$ cat config.mk
export PLATFORM = sky130hd
export DESIGN_NAME = itof_pipe
export DESIGN_NICKNAME = d
export VERILOG_FILES = /design/src/rtl/itof_pipe.sv
export SDC_FILE = /design/constraint.sdc
export NUM_CORES = 1
export LEC_CHECK = 0
export CAP_MARGIN = 20
export CORE_MARGIN = 3
export CORE_UTILIZATION = 35
export CTS_BUF_LIST = sky130_fd_sc_hd__clkbuf_4 sky130_fd_sc_hd__clkbuf_8 sky130_fd_sc_hd__clkbuf_16
export DETAILED_ROUTE_END_ITERATION = 8
export GPL_ROUTABILITY_DRIVEN = 1
export HOLD_SLACK_MARGIN = 0.06
export PLACE_DENSITY_LB_ADDON = 0.3
export SYNTH_ARGS = -nofsm -noshare
export SYNTH_HDL_FRONTEND = slang
export SYNTH_SLANG_ARGS = --single-unit
$ cat constraint.sdc
create_clock -name clk -period 8.05 [get_ports clk]
set_input_delay 1.61 -clock clk [delete_from_list [all_inputs] [get_ports clk]]
set_output_delay 1.61 -clock clk [all_outputs]
set_load 0.005 [all_outputs]
$ cat src/rtl/itof_pipe.sv
// Pipelined signed 32-bit integer to IEEE-754 single-precision converter.
// Input register, magnitude, normalise and round/pack ranks share one global enable.
module itof_pipe #(
  parameter bit TIES_AWAY = 1'b0
) (
  input  logic        clk,
  input  logic        reset,
  input  logic        in_valid,
  output logic        in_ready,
  input  logic [31:0] op,
  output logic        out_valid,
  input  logic        out_ready,
  output logic [31:0] result
);

  logic        en;

  logic        s0_valid_q, s0_valid_d;
  logic [31:0] s0_op_q,    s0_op_d;

  logic        s1_valid_q, s1_valid_d;
  logic        s1_sign_q,  s1_sign_d;
  logic        s1_zero_q,  s1_zero_d;
  logic [31:0] s1_mag_q,   s1_mag_d;

  logic        s2_valid_q, s2_valid_d;
  logic        s2_sign_q,  s2_sign_d;
  logic        s2_zero_q,  s2_zero_d;
  logic [7:0]  s2_exp_q,   s2_exp_d;
  logic [30:0] s2_norm_q,  s2_norm_d;  // hidden leading one is not stored

  logic        s3_valid_q, s3_valid_d;
  logic [31:0] s3_result_q, s3_result_d;

  logic [4:0]  lz;
  logic        lz_found;
  logic [22:0] mant, mant_r;
  logic        guard, sticky, lsb, round_up, carry;
  logic [7:0]  exp_r;
  logic [31:0] packed_res;

  assign en        = ~out_valid | out_ready;
  assign in_ready  = en;
  assign out_valid = s3_valid_q;
  assign result    = s3_result_q;

  // Leading-zero count; a zero magnitude leaves lz at 0 and is masked at pack.
  always_comb begin
    // NOTE: every variable gets a default first so no latch is inferred.
    lz       = 5'd0;
    lz_found = 1'b0;
    for (int i = 31; i >= 0; i--) begin
      if (!lz_found && s1_mag_q[i]) begin
        lz       = 5'(31 - i);
        lz_found = 1'b1;
      end
    end
  end

  always_comb begin
    mant     = s2_norm_q[30:8];
    lsb      = s2_norm_q[8];
    guard    = s2_norm_q[7];
    sticky   = |s2_norm_q[6:0];
    round_up = TIES_AWAY ? guard : (guard & (sticky | lsb));
    {carry, mant_r} = {1'b0, mant} + {23'd0, round_up};
    exp_r      = s2_exp_q + {7'd0, carry};
    packed_res = s2_zero_q ? 32'h0000_0000 : {s2_sign_q, exp_r, mant_r};
  end

  always_comb begin
    s0_valid_d  = s0_valid_q;
    s0_op_d     = s0_op_q;
    s1_valid_d  = s1_valid_q;
    s1_sign_d   = s1_sign_q;
    s1_zero_d   = s1_zero_q;
    s1_mag_d    = s1_mag_q;
    s2_valid_d  = s2_valid_q;
    s2_sign_d   = s2_sign_q;
    s2_zero_d   = s2_zero_q;
    s2_exp_d    = s2_exp_q;
    s2_norm_d   = s2_norm_q;
    s3_valid_d  = s3_valid_q;
    s3_result_d = s3_result_q;
    if (en) begin
      s0_valid_d  = in_valid;
      s0_op_d     = op;
      s1_valid_d  = s0_valid_q;
      s1_sign_d   = s0_op_q[31];
      s1_zero_d   = (s0_op_q == 32'd0);
      s1_mag_d    = s0_op_q[31] ? (~s0_op_q + 32'd1) : s0_op_q;
      s2_valid_d  = s1_valid_q;
      s2_sign_d   = s1_sign_q;
      s2_zero_d   = s1_zero_q;
      s2_exp_d    = 8'd158 - {3'b000, lz};
      s2_norm_d   = 31'(s1_mag_q << lz);
      s3_valid_d  = s2_valid_q;
      s3_result_d = packed_res;
    end
  end

  // NOTE: data registers are reset along with the valid bits so nothing
  // downstream ever sees X, and result reads 0 during reset.
  always_ff @(posedge clk or negedge reset) begin
    if (!reset) begin
      s0_valid_q  <= 1'b0;
      s0_op_q     <= '0;
      s1_valid_q  <= 1'b0;
      s1_sign_q   <= 1'b0;
      s1_zero_q   <= 1'b0;
      s1_mag_q    <= '0;
      s2_valid_q  <= 1'b0;
      s2_sign_q   <= 1'b0;
      s2_zero_q   <= 1'b0;
      s2_exp_q    <= '0;
      s2_norm_q   <= '0;
      s3_valid_q  <= 1'b0;
      s3_result_q <= '0;
    end else begin
      // NOTE: non-blocking so every rank samples the previous rank's old value.
      s0_valid_q  <= s0_valid_d;
      s0_op_q     <= s0_op_d;
      s1_valid_q  <= s1_valid_d;
      s1_sign_q   <= s1_sign_d;
      s1_zero_q   <= s1_zero_d;
      s1_mag_q    <= s1_mag_d;
      s2_valid_q  <= s2_valid_d;
      s2_sign_q   <= s2_sign_d;
      s2_zero_q   <= s2_zero_d;
      s2_exp_q    <= s2_exp_d;
      s2_norm_q   <= s2_norm_d;
      s3_valid_q  <= s3_valid_d;
      s3_result_q <= s3_result_d;
    end
  end

endmodule

==> results by group, run 1 <==
Timing
  – Max Fclk: 0.227 GHz
  – Fin. Hold Viols: 0
  – RSZ-0062 raised after global routing: no
  – Tightest Pin Transition: 1.09 ns
  – Setup_tns: 0 ns
  – Worst setup margin: 3.65 ns
  – Max Clock Skew: 0.0106 ns
  – Final Max Slew Viols: 0
  – Crit path time final: 4.40 ns
  – Slew HR: 27.1%
  – # setup viols final: 0
  – Final worst path period share: 54.6%

Synth
  – Yosys reg bits: 143
  – Syn_nets: 996
  – Area fraction in compound gates after synthesis: 17.6%
  – Simple-gate share of the synthesized area: 21.1%
  – Mapped Cells: 955
  – Xor/xnor cell area share of the yosys netlist: 6.04%
  – EDFF count, synth: 0
  – Main combinational cell family by area after synthesis: simple AND/OR/NAND/NOR gates
  – Main synth FF type: dfrtp_1
  – Syn_area_per_cell: 8.80 um^2
  – Mux cell area share after synthesis: 8.22%
  – Library cells used by synthesis: 71
  – Ys async rst share: 100%
  – Yosys warning total: 0
  – Mapped Area: 8400 um^2
  – Adder-Cell Fraction of Synth Area: 0.744%
  – Seq/Total Area, Yosys: 42.6%

Final layout
  – Area grow syn2layout: 19.2%
  – # fillers: 2390
  – Share of layout cells above drive strength 1: 7.24%
  – Ant. Diodes: 0
  – Final net count: 1036

CTS
  – CTS buffer count: 17
  – Clock transition at path regs: 0.07 ns
  – # Post-CTS Setup Buffers: 0
  – Skew-Pair Late Insertion Delay: 0.43 ns
  – Root Driver: clkbuf_16
  – CTS max path bufs: 2
  – Post-CTS resize count: 0
  – CTS tree: done
  – H-Tree Depth: 4
  – # hold bufs at CTS: 0
  – Clk sink count: 143

Worst setup path
  – Worst Path Max Fanout: 15
  – Crit end category: register
  – Critical Path AT: 4.76 ns
  – WS Path Type: input pin to register
  – WP data required: 8.41 ns
  – Startpoint Class: input pin

Global routing
  – Largest net degree at the start of global routing: 104
  – Global-route wire length before repair: 37300 um
  – Global-route usage over all layers: 17.8%
  – Initial antenna violation count: 0
  – GR Overflow Total: 0
  – Vias in the first global route: 6835

Min path
  – Worst hold path class: register to register

Routing
  – Final WL: 22700 um
  – WL met1: 10900 um
  – Max Used Layer: met4
  – DRC viols: 0
  – Metal3 WL: 973 um
  – Initial DRC Count: 487
  – Routed WL per cell: 17.1 um
  – Via/cell ratio: 5.25
  – WL met2: 10300 um
  – Drt first pass iters: 5
  – Vias: 6968
  – Antenna-violating nets left: 0

Die
  – Core region area: 23500 um^2
  – I/O pins: 70
  – Rows: 56
  – Die area: 25900 um^2
  – Initial cell density of the core: 35.7%
  – Die width: 161 um
  – DIE HEIGHT: 161 um

Pwr
  – VDD IR-drop max: 0.000176 V
  – Pwr per Cell Area: 443 nW/um^2
  – Lkg Pwr: 4.25 nW

Placed design
  – Routability congestion estimate: 0.947
  – Final HPWL DP: 15800 um
  – Worst slack, placed: 3.00 ns
  – IO buf count: 69

Status
  – Status: finished, final reports clean

Run
  – Max-cap violations: 0
==> power by group <==
group | switching, W | internal, W
clock network | 0.000336 | 0.000555
logic | 0.00126 | 0.000888
registers | 0.000378 | 0.00103
==> area by class of cell <==
class	instances	area [um^2]	area share (%)
clock buffers	17	425	4.25
clock inverters	15	228	2.27
inverters	15	56.3	0.562
multi-input cells	738	4550	45.4
flip-flops and latches	143	3580	35.7
well taps	319	399	3.98
repair buffers	80	785	7.83
==> critical path, cell delays in order <==
cell,delay (ns)
clkdlybuf4s50_1,0.50
nor2b_4,0.06
nor2_1,0.51
nand2_1,0.60
nor2_1,1.01
nand2_1,0.13
o22ai_1,0.20
a21oi_1,0.06
nand4_1,0.08
==> cells in the mapped netlist, types with 7 or more instances <==
cell	count	area, um^2
xnor2_1	10	87.6
nand3_1	18	90.1
mux2i_1	60	601
inv_1	15	56.3
or4_1	8	60.1
o21ai_0	84	420
and3_1	10	62.6
nor3_1	9	45.0
a22o_1	10	87.6
o22ai_1	7	43.8
xor2_1	48	420
clkbuf_1	46	173
nor2b_1	10	62.6
a21oi_1	17	85.1
nand4_1	8	50.1
o31ai_1	15	113
or3_1	11	68.8
nand2_1	234	878
dfrtp_1	143	3580
nor2_1	49	184
a22oi_1	17	128
==> worst paths after layout <==
| check | startpoint | endpoint | slack, ns | cells past startpoint |
|---|---|---|---|---|
| min in group asynchronous | reset | result[29] | 1.15 | 1 |
| worst max-delay path | out_ready | s2_norm_q[24] | 3.65 | 9 |
| worst min-delay path | s2_valid_q | s2_valid_q | 0.47 | 2 |
| max in group asynchronous | reset | s2_norm_q[18] | 5.68 | 3 |
| worst min register to register | s2_valid_q | s2_valid_q | 0.47 | 2 |
| worst max register to register | s1_mag_q[2] | s2_norm_q[24] | 3.75 | 11 |
==> cell usage in the layout (no fill, tap or decap), types with 6 or more instances in the layout <==
cell and instances:
mux2i_1 60, nor2_1 48, o21ai_1 6, a22oi_1 17
o21ai_0 83, nor2b_1 9, o31ai_1 15, nand3_1 18
xnor2_1 10, nand4_1 8, o41ai_1 6, nand2_1 234
clkbuf_16 17, a22o_1 10, buf_4 9, or3_1 11
dfrtp_1 143, and3_1 10, nor3_1 9, o22ai_1 7
xor2_1 48, inv_6 6, clkdlybuf4s50_1 68, a21oi_1 17
a221oi_1 6, inv_1 14, or4_1 8
==> per-layer routing <==
| metal | GRT usage [%] | vias up |
|---|---|---|
| met1 | 25.2 | 3288 |
| li1 | - | 3475 |
| met2 | 28.2 | 172 |
| met4 | 5.48 | 0 |
| met5 | 0 | - |
| met3 | 2.91 | 33 |
==> cell families (layout without fill, tap and decap cells) <==
kind of cell	after synthesis	count (layout)
compound gates	220	220
fa+ha+maj	5	5
flops	143	143
buf+inv	74	127
mux	67	67
simple gates	388	388
xor+xnor	58	58
==> flip-flops by register name (all words and copies together) (netlist names) <==
register	flops
result	32
s0_op_q	32
s1_mag_q	32
s2_norm_q	31
s2_exp_q	8
out_valid	1
s0_valid_q	1
s1_sign_q	1
s1_valid_q	1
s1_zero_q	1
s2_sign_q	1
s2_valid_q	1
s2_zero_q	1
==> through the flow <==
stage / instances / instance area (um^2) / power (W) / hold WS, ns / util, %
finish: 1327 / 10000 / 0.00444 / 0.465 / 42.6
global route: 1327 / 10000 / 0.00476 / 0.484 / 42.6
CTS: 1325 / 9990 / 0.00445 / 0.466 / 42.5
detailed placement: 1293 / 9340 / 0.00355 / 0.452 / 39.7
global placement: 1293 / 9340 / 0.00353 / 0.449 / 39.7
floorplan: 955 / 8400 / 0.00281 / 0.430 / -
No activity file was read; power rests on OpenSTA's default activity.
==> inputs of run 2 (changes only) <==
- clock period: 8.05 -> 3.9 ns (I/O delays scaled with it)
==> run 2 against run 1 <==
Total power is 100% higher. Global-route usage up 0.19 points. First-iteration DRC count grew 23%. Core utilization up 0.19 points. Die area unchanged. Via count increased by 2.8%. Clock power rose by 72%. Combinational power up 110%. Sequential share of layout area is 0.16 points lower. Count of clock-buffer cells in the layout rose by 5. Non-clock buffer count rose by 18. Design area up 0.45%.
==> results by group, run 2 (synthesis results as in run 1) <==
Die
  – I/O pins: 70
  – DIE HEIGHT: 161 um
  – Die area: 25900 um^2
  – Rows: 56
  – Core region area: 23500 um^2
  – Initial cell density of the core: 35.7%
  – Die width: 161 um

Placed design
  – Cells after DPL: 1313
  – IO buf count: 69
  – Routability congestion estimate: 0.945
  – Final HPWL DP: 16500 um

CTS
  – Root Driver: clkbuf_16
  – # hold bufs at CTS: 0
  – Clock transition at path regs: 0.06 ns
  – CTS tree: done
  – Clk sink count: 143
  – H-Tree Depth: 4
  – # Post-CTS Setup Buffers: 0
  – Skew-Pair Late Insertion Delay: 0.43 ns
  – CTS buffer count: 17
  – CTS max path bufs: 2
  – Post-CTS resize count: 0

Pwr
  – Sw Share: 44.7%
  – VDD IR-drop max: 0.000426 V
  – Reg power frac: 32.0%
  – Lkg Pwr: 4.29 nW
  – Pwr per Cell Area: 897 nW/um^2
  – Sw Pwr: 0.00403 W
  – Combinational power share: 51.1%
  – Power Total: 0.00902 W
  – Int Power: 0.00499 W
  – Clk pwr share: 16.9%

Worst setup path
  – Start of the worst register-to-register path: s1_mag_q[23]
  – Crit end category: register
  – CP Launch Point: s1_mag_q[23]
  – Cell depth of the worst flop-to-flop path: 11
  – Critical Path AT: 3.82 ns
  – WP data required: 4.18 ns
  – WS Path Type: register to register
  – Startpoint Class: register
  – Worst Path Max Fanout: 28

Routing
  – DRC viols: 0
  – Initial DRC Count: 598
  – Final WL: 22800 um
  – Vias: 7164
  – Via/cell ratio: 5.33
  – Antenna-violating nets left: 0
  – Drt first pass iters: 6
  – Routed WL per cell: 17.0 um

Timing
  – RSZ-0062 raised after global routing: no
  – Max Fclk: 0.283 GHz
  – # setup viols final: 0
  – Slew HR: 33.9%
  – Fin. Hold Viols: 0
  – Final Max Slew Viols: 0
  – Final worst path period share: 90.7%
  – Crit path time final: 3.54 ns
  – Tightest Pin Transition: 0.992 ns
  – Setup_tns: 0 ns
  – Max Clock Skew: 0.00859 ns

Final layout
  – Final cell count without fillers: 1343
  – Share of layout cells above drive strength 1: 8.59%
  – Leading cell type in the layout, fill and taps excluded: nand2_1
  – Most frequent cells in the layout: 234 x nand2_1, 143 x dfrtp_1, 83 x o21ai_0, 68 x clkdlybuf4s50_1, 60 x mux2i_1
  – Final net count: 1054
  – # fillers: 2410
  – Ant. Diodes: 0
  – Area grow syn2layout: 19.8%
  – Multi-input gate area: 4550 um^2
  – Sequential cell area: 3580 um^2

Global routing
  – Initial antenna violation count: 0
  – Global-route usage over all layers: 18.0%
  – Vias in the first global route: 6823
  – Largest net degree at the start of global routing: 100
  – GR Overflow Total: 0
  – Global-route wire length before repair: 37500 um

Min path
  – Worst hold path class: input pin to async pin

Run
  – Max-cap violations: 0

Status
  – Status: finished, final reports clean
==> run 2: stage by stage <==
stage / cell area [um^2] / hold slack, ns / utilization, % / setup slack, ns
2_1_floorplan: 8400 / 0.430 / - / 0.847
3_3_place_gp: 9510 / 0.441 / 40.4 / 0.492
3_5_place_dp: 9510 / 0.447 / 40.4 / 0.403
4_1_cts: 10100 / 0.416 / 42.8 / 0.394
5_1_grt: 10100 / 0.434 / 42.8 / 0.156
6_report: 10100 / 0.382 / 42.8 / 0.362
==> run 2: cell type report <==
cell class | instances | area share [%]
Inverter | 15 | 0.559
Sequential cell | 143 | 35.6
Multi-Input combinational cell | 738 | 45.2
Clock buffer | 22 | 4.91
Clock inverter | 8 | 0.559
Tap cell | 319 | 3.97
Timing Repair Buffer | 98 | 9.29
==> run 2: critical path, stage by stage, from the launching register on <==
cell	delay [ns]
dfrtp_1	0.45
nor4_2	0.51
nand4_4	0.27
or3_1	0.38
a31oi_2	0.22
o21bai_2	0.17
buf_12	0.22
mux2i_1	0.26
mux2i_1	0.27
a22o_1	0.28
a221oi_1	0.21
o311ai_1	0.15
==> run 2: worst paths after layout <==
path	to	slack (ns)
worst max-delay path	s2_norm_q[29]	0.36
worst min-delay path	result[29]	0.38
worst max register to register	s2_norm_q[29]	0.36
worst min register to register	s2_valid_q	0.46
max in group asynchronous	s0_op_q[9]	2.68
min in group clk	s2_valid_q	0.46
==> run 2: routing by layer <==
| layer | wire [um] | global-route usage (%) | vias up |
|---|---|---|---|
| li1 | - | - | 3497 |
| met1 | 10700 | 25.4 | 3410 |
| met2 | 10400 | 28.0 | 216 |
| met3 | 1110 | 3.10 | 41 |
| met4 | 630 | 6.30 | 0 |
| met5 | 0 | 0 | - |
==> run 2: power by group through the flow <==
| stage | sequential (W) | clock, W | combinational, W |
|---|---|---|---|
| after floorplan | 0.00262 | 0 | 0.00319 |
| after global placement | 0.00288 | 0 | 0.00457 |
| after detailed placement | 0.00291 | 0 | 0.00458 |
| after CTS | 0.00288 | 0.00155 | 0.00460 |
| after global routing | 0.00300 | 0.00162 | 0.00507 |
| final | 0.00289 | 0.00153 | 0.00461 |
==> inputs of run 3 (changes only) <==
- GPL_ROUTABILITY_DRIVEN: 1 -> 0
- PLACE_DENSITY: default -> 0.6
- PLACE_DENSITY_LB_ADDON: 0.3 -> default
==> run 3 against run 2 <==
Sequential share of layout area down 0.30 points. Critical path depth unchanged. Critical endpoint is now s2_norm_q[30]. Global-route usage down 0.38 points. Via count increased by 0.46%. Clock skew down 0.00085 ns. Sequential power barely moved. Routed wire length is 2.9% lower. Non-clock buffer count grew 3. Total power is 1.1% higher. Worst setup slack is essentially flat. Largest power group unchanged. Register-to-register slack is essentially flat.
==> results by group, run 3 (synthesis results as in run 1) <==
Global routing
  – GR Layer Usage met2: 26.1%
  – Initial antenna violation count: 0
  – Global-route usage over all layers: 17.6%
  – Vias in the first global route: 6791
  – Largest net degree at the start of global routing: 101
  – Met3 usage: 3.79%
  – Grt peak-use layer: met2
  – Global-route wire length before repair: 37100 um
  – GR Overflow Total: 0
  – Met1 usage: 25.0%

CTS
  – H-Tree Depth: 4
  – CTS tree: done
  – Post-CTS resize count: 0
  – # hold bufs at CTS: 0
  – Clock transition at path regs: 0.06 ns
  – Clk sink count: 143
  – Skew-Pair Late Insertion Delay: 0.43 ns
  – CTS max path bufs: 2
  – Root Driver: clkbuf_16
  – # Post-CTS Setup Buffers: 0
  – CTS buffer count: 17

Worst setup path
  – CP endpoint: s2_norm_q[30]
  – Startpoint Class: register
  – WS Path Type: register to register
  – CP Launch Point: s1_mag_q[25]
  – CP max stage cell: dfrtp_1
  – R2R setup slack: 0.36 ns
  – Worst path bufs/invs: 1
  – WP depth: 11
  – Crit-path leading delay family: simple AND/OR/NAND/NOR gates
  – Critical-path cell list: nor4_4 > nand4_4 > nor3_4 > and3_1 > o21bai_2 > buf_12 > mux2i_1 > mux2i_1 > a221oi_1 > nand2_1 > a31o_1
  – WP data required: 4.22 ns
  – Cell depth of the worst flop-to-flop path: 11
  – Crit-path max cell delay: 0.49 ns
  – Start of the worst register-to-register path: s1_mag_q[25]
  – Most Frequent Cell on Critical Path: mux2i_1
  – Reg-to-reg endpoint: s2_norm_q[30]
  – Worst Path Max Fanout: 28
  – Critical Path AT: 3.86 ns
  – Crit end category: register

Final layout
  – Ant. Diodes: 0
  – Final cell count without fillers: 1346
  – # fillers: 2388
  – Area grow syn2layout: 20.8%
  – Sequential cell area: 3580 um^2
  – Final net count: 1057
  – Share of layout cells above drive strength 1: 8.96%
  – Multi-input gate area: 4570 um^2
  – Most frequent cells in the layout: 234 x nand2_1, 143 x dfrtp_1, 83 x o21ai_0, 68 x clkdlybuf4s50_1, 60 x mux2i_1
  – Leading cell type in the layout, fill and taps excluded: nand2_1

Pwr
  – Power Total: 0.00912 W
  – VDD IR-drop max: 0.000333 V
  – Lkg Pwr: 4.34 nW
  – Pwr per Cell Area: 899 nW/um^2

Placed design
  – Final HPWL DP: 16000 um
  – IO buf count: 69
  – Cells after DPL: 1316
  – Worst slack, placed: 0.317 ns

Routing
  – DRC viols: 0
  – Initial DRC Count: 586
  – Vias: 7197
  – Via/cell ratio: 5.35
  – Routed WL per cell: 16.5 um
  – Drt first pass iters: 6
  – Final WL: 22100 um
  – Antenna-violating nets left: 0

Timing
  – Tightest Pin Transition: 0.968 ns
  – Max Fclk: 0.283 GHz
  – Final worst path period share: 90.7%
  – Crit path time final: 3.54 ns
  – RSZ-0062 raised after global routing: no
  – Final Max Slew Viols: 0
  – Hold_ws: 0.375 ns
  – # setup viols final: 0
  – Max Clock Skew: 0.00774 ns
  – Fin. Hold Viols: 0
  – Setup_tns: 0 ns
  – Worst setup margin: 0.362 ns
  – Slew HR: 35.5%

Status
  – Status: finished, final reports clean

Die
  – DIE HEIGHT: 161 um
  – I/O pins: 70
  – Rows: 56
  – Initial cell density of the core: 35.7%
  – Core region area: 23500 um^2
  – Die width: 161 um
  – Die area: 25900 um^2

Run
  – Max-cap violations: 0

Min path
  – Worst hold path class: input pin to async pin
-- run 3: changes by cell type in the layout (fill, tap and decap cells not counted), sizes merged --
cell,before,now
clkinv,4,7
inv,17,15
bufinv,0,2
buf,30,33
clkbuf,22,20
clkinvlp,2,1
-- run 3: worst min path at each step --
stage,cells past startpoint,endpoint,slack (ns)
2_1_floorplan,2,s2_valid_q,0.43
3_3_place_gp,2,s2_valid_q,0.44
3_5_place_dp,2,s2_valid_q,0.45
4_1_cts,1,result[28],0.42
5_1_grt,1,result[28],0.44
6_report,1,result[28],0.38
-- run 3: per-stage QoR --
stage | utilization (%) | instance area [um^2]
detailed placement | 40.6 | 9550
global route | 43.1 | 10200
floorplan | - | 8400
CTS | 43.0 | 10100
finish | 43.1 | 10200
global placement | 40.6 | 9550
-- run 3: cell type report --
cell class | count | area share [%]
multi-input cells | 738 | 45.0
clock buffers | 20 | 4.60
well taps | 319 | 3.93
repair buffers | 101 | 9.55
inverters | 15 | 0.555
clock inverters | 10 | 1.12
flip-flops and latches | 143 | 35.3
-- run 3: power breakdown --
part	switching [W]	internal, W
Sequential	0.000752	0.00212
Combinational	0.00262	0.00202
Clock	0.000623	0.000981
Total	0.00400	0.00512
-- run 3: routing by layer --
| layer | vias to the layer above | share of wire (%) | wire, um |
|---|---|---|---|
| li1 | 3516 | - | - |
| met1 | 3393 | 47 | 10300 |
| met2 | 239 | 44 | 9750 |
| met3 | 49 | 6.2 | 1370 |
| met4 | 0 | 3.3 | 720 |
| met5 | - | 0 | 0 |
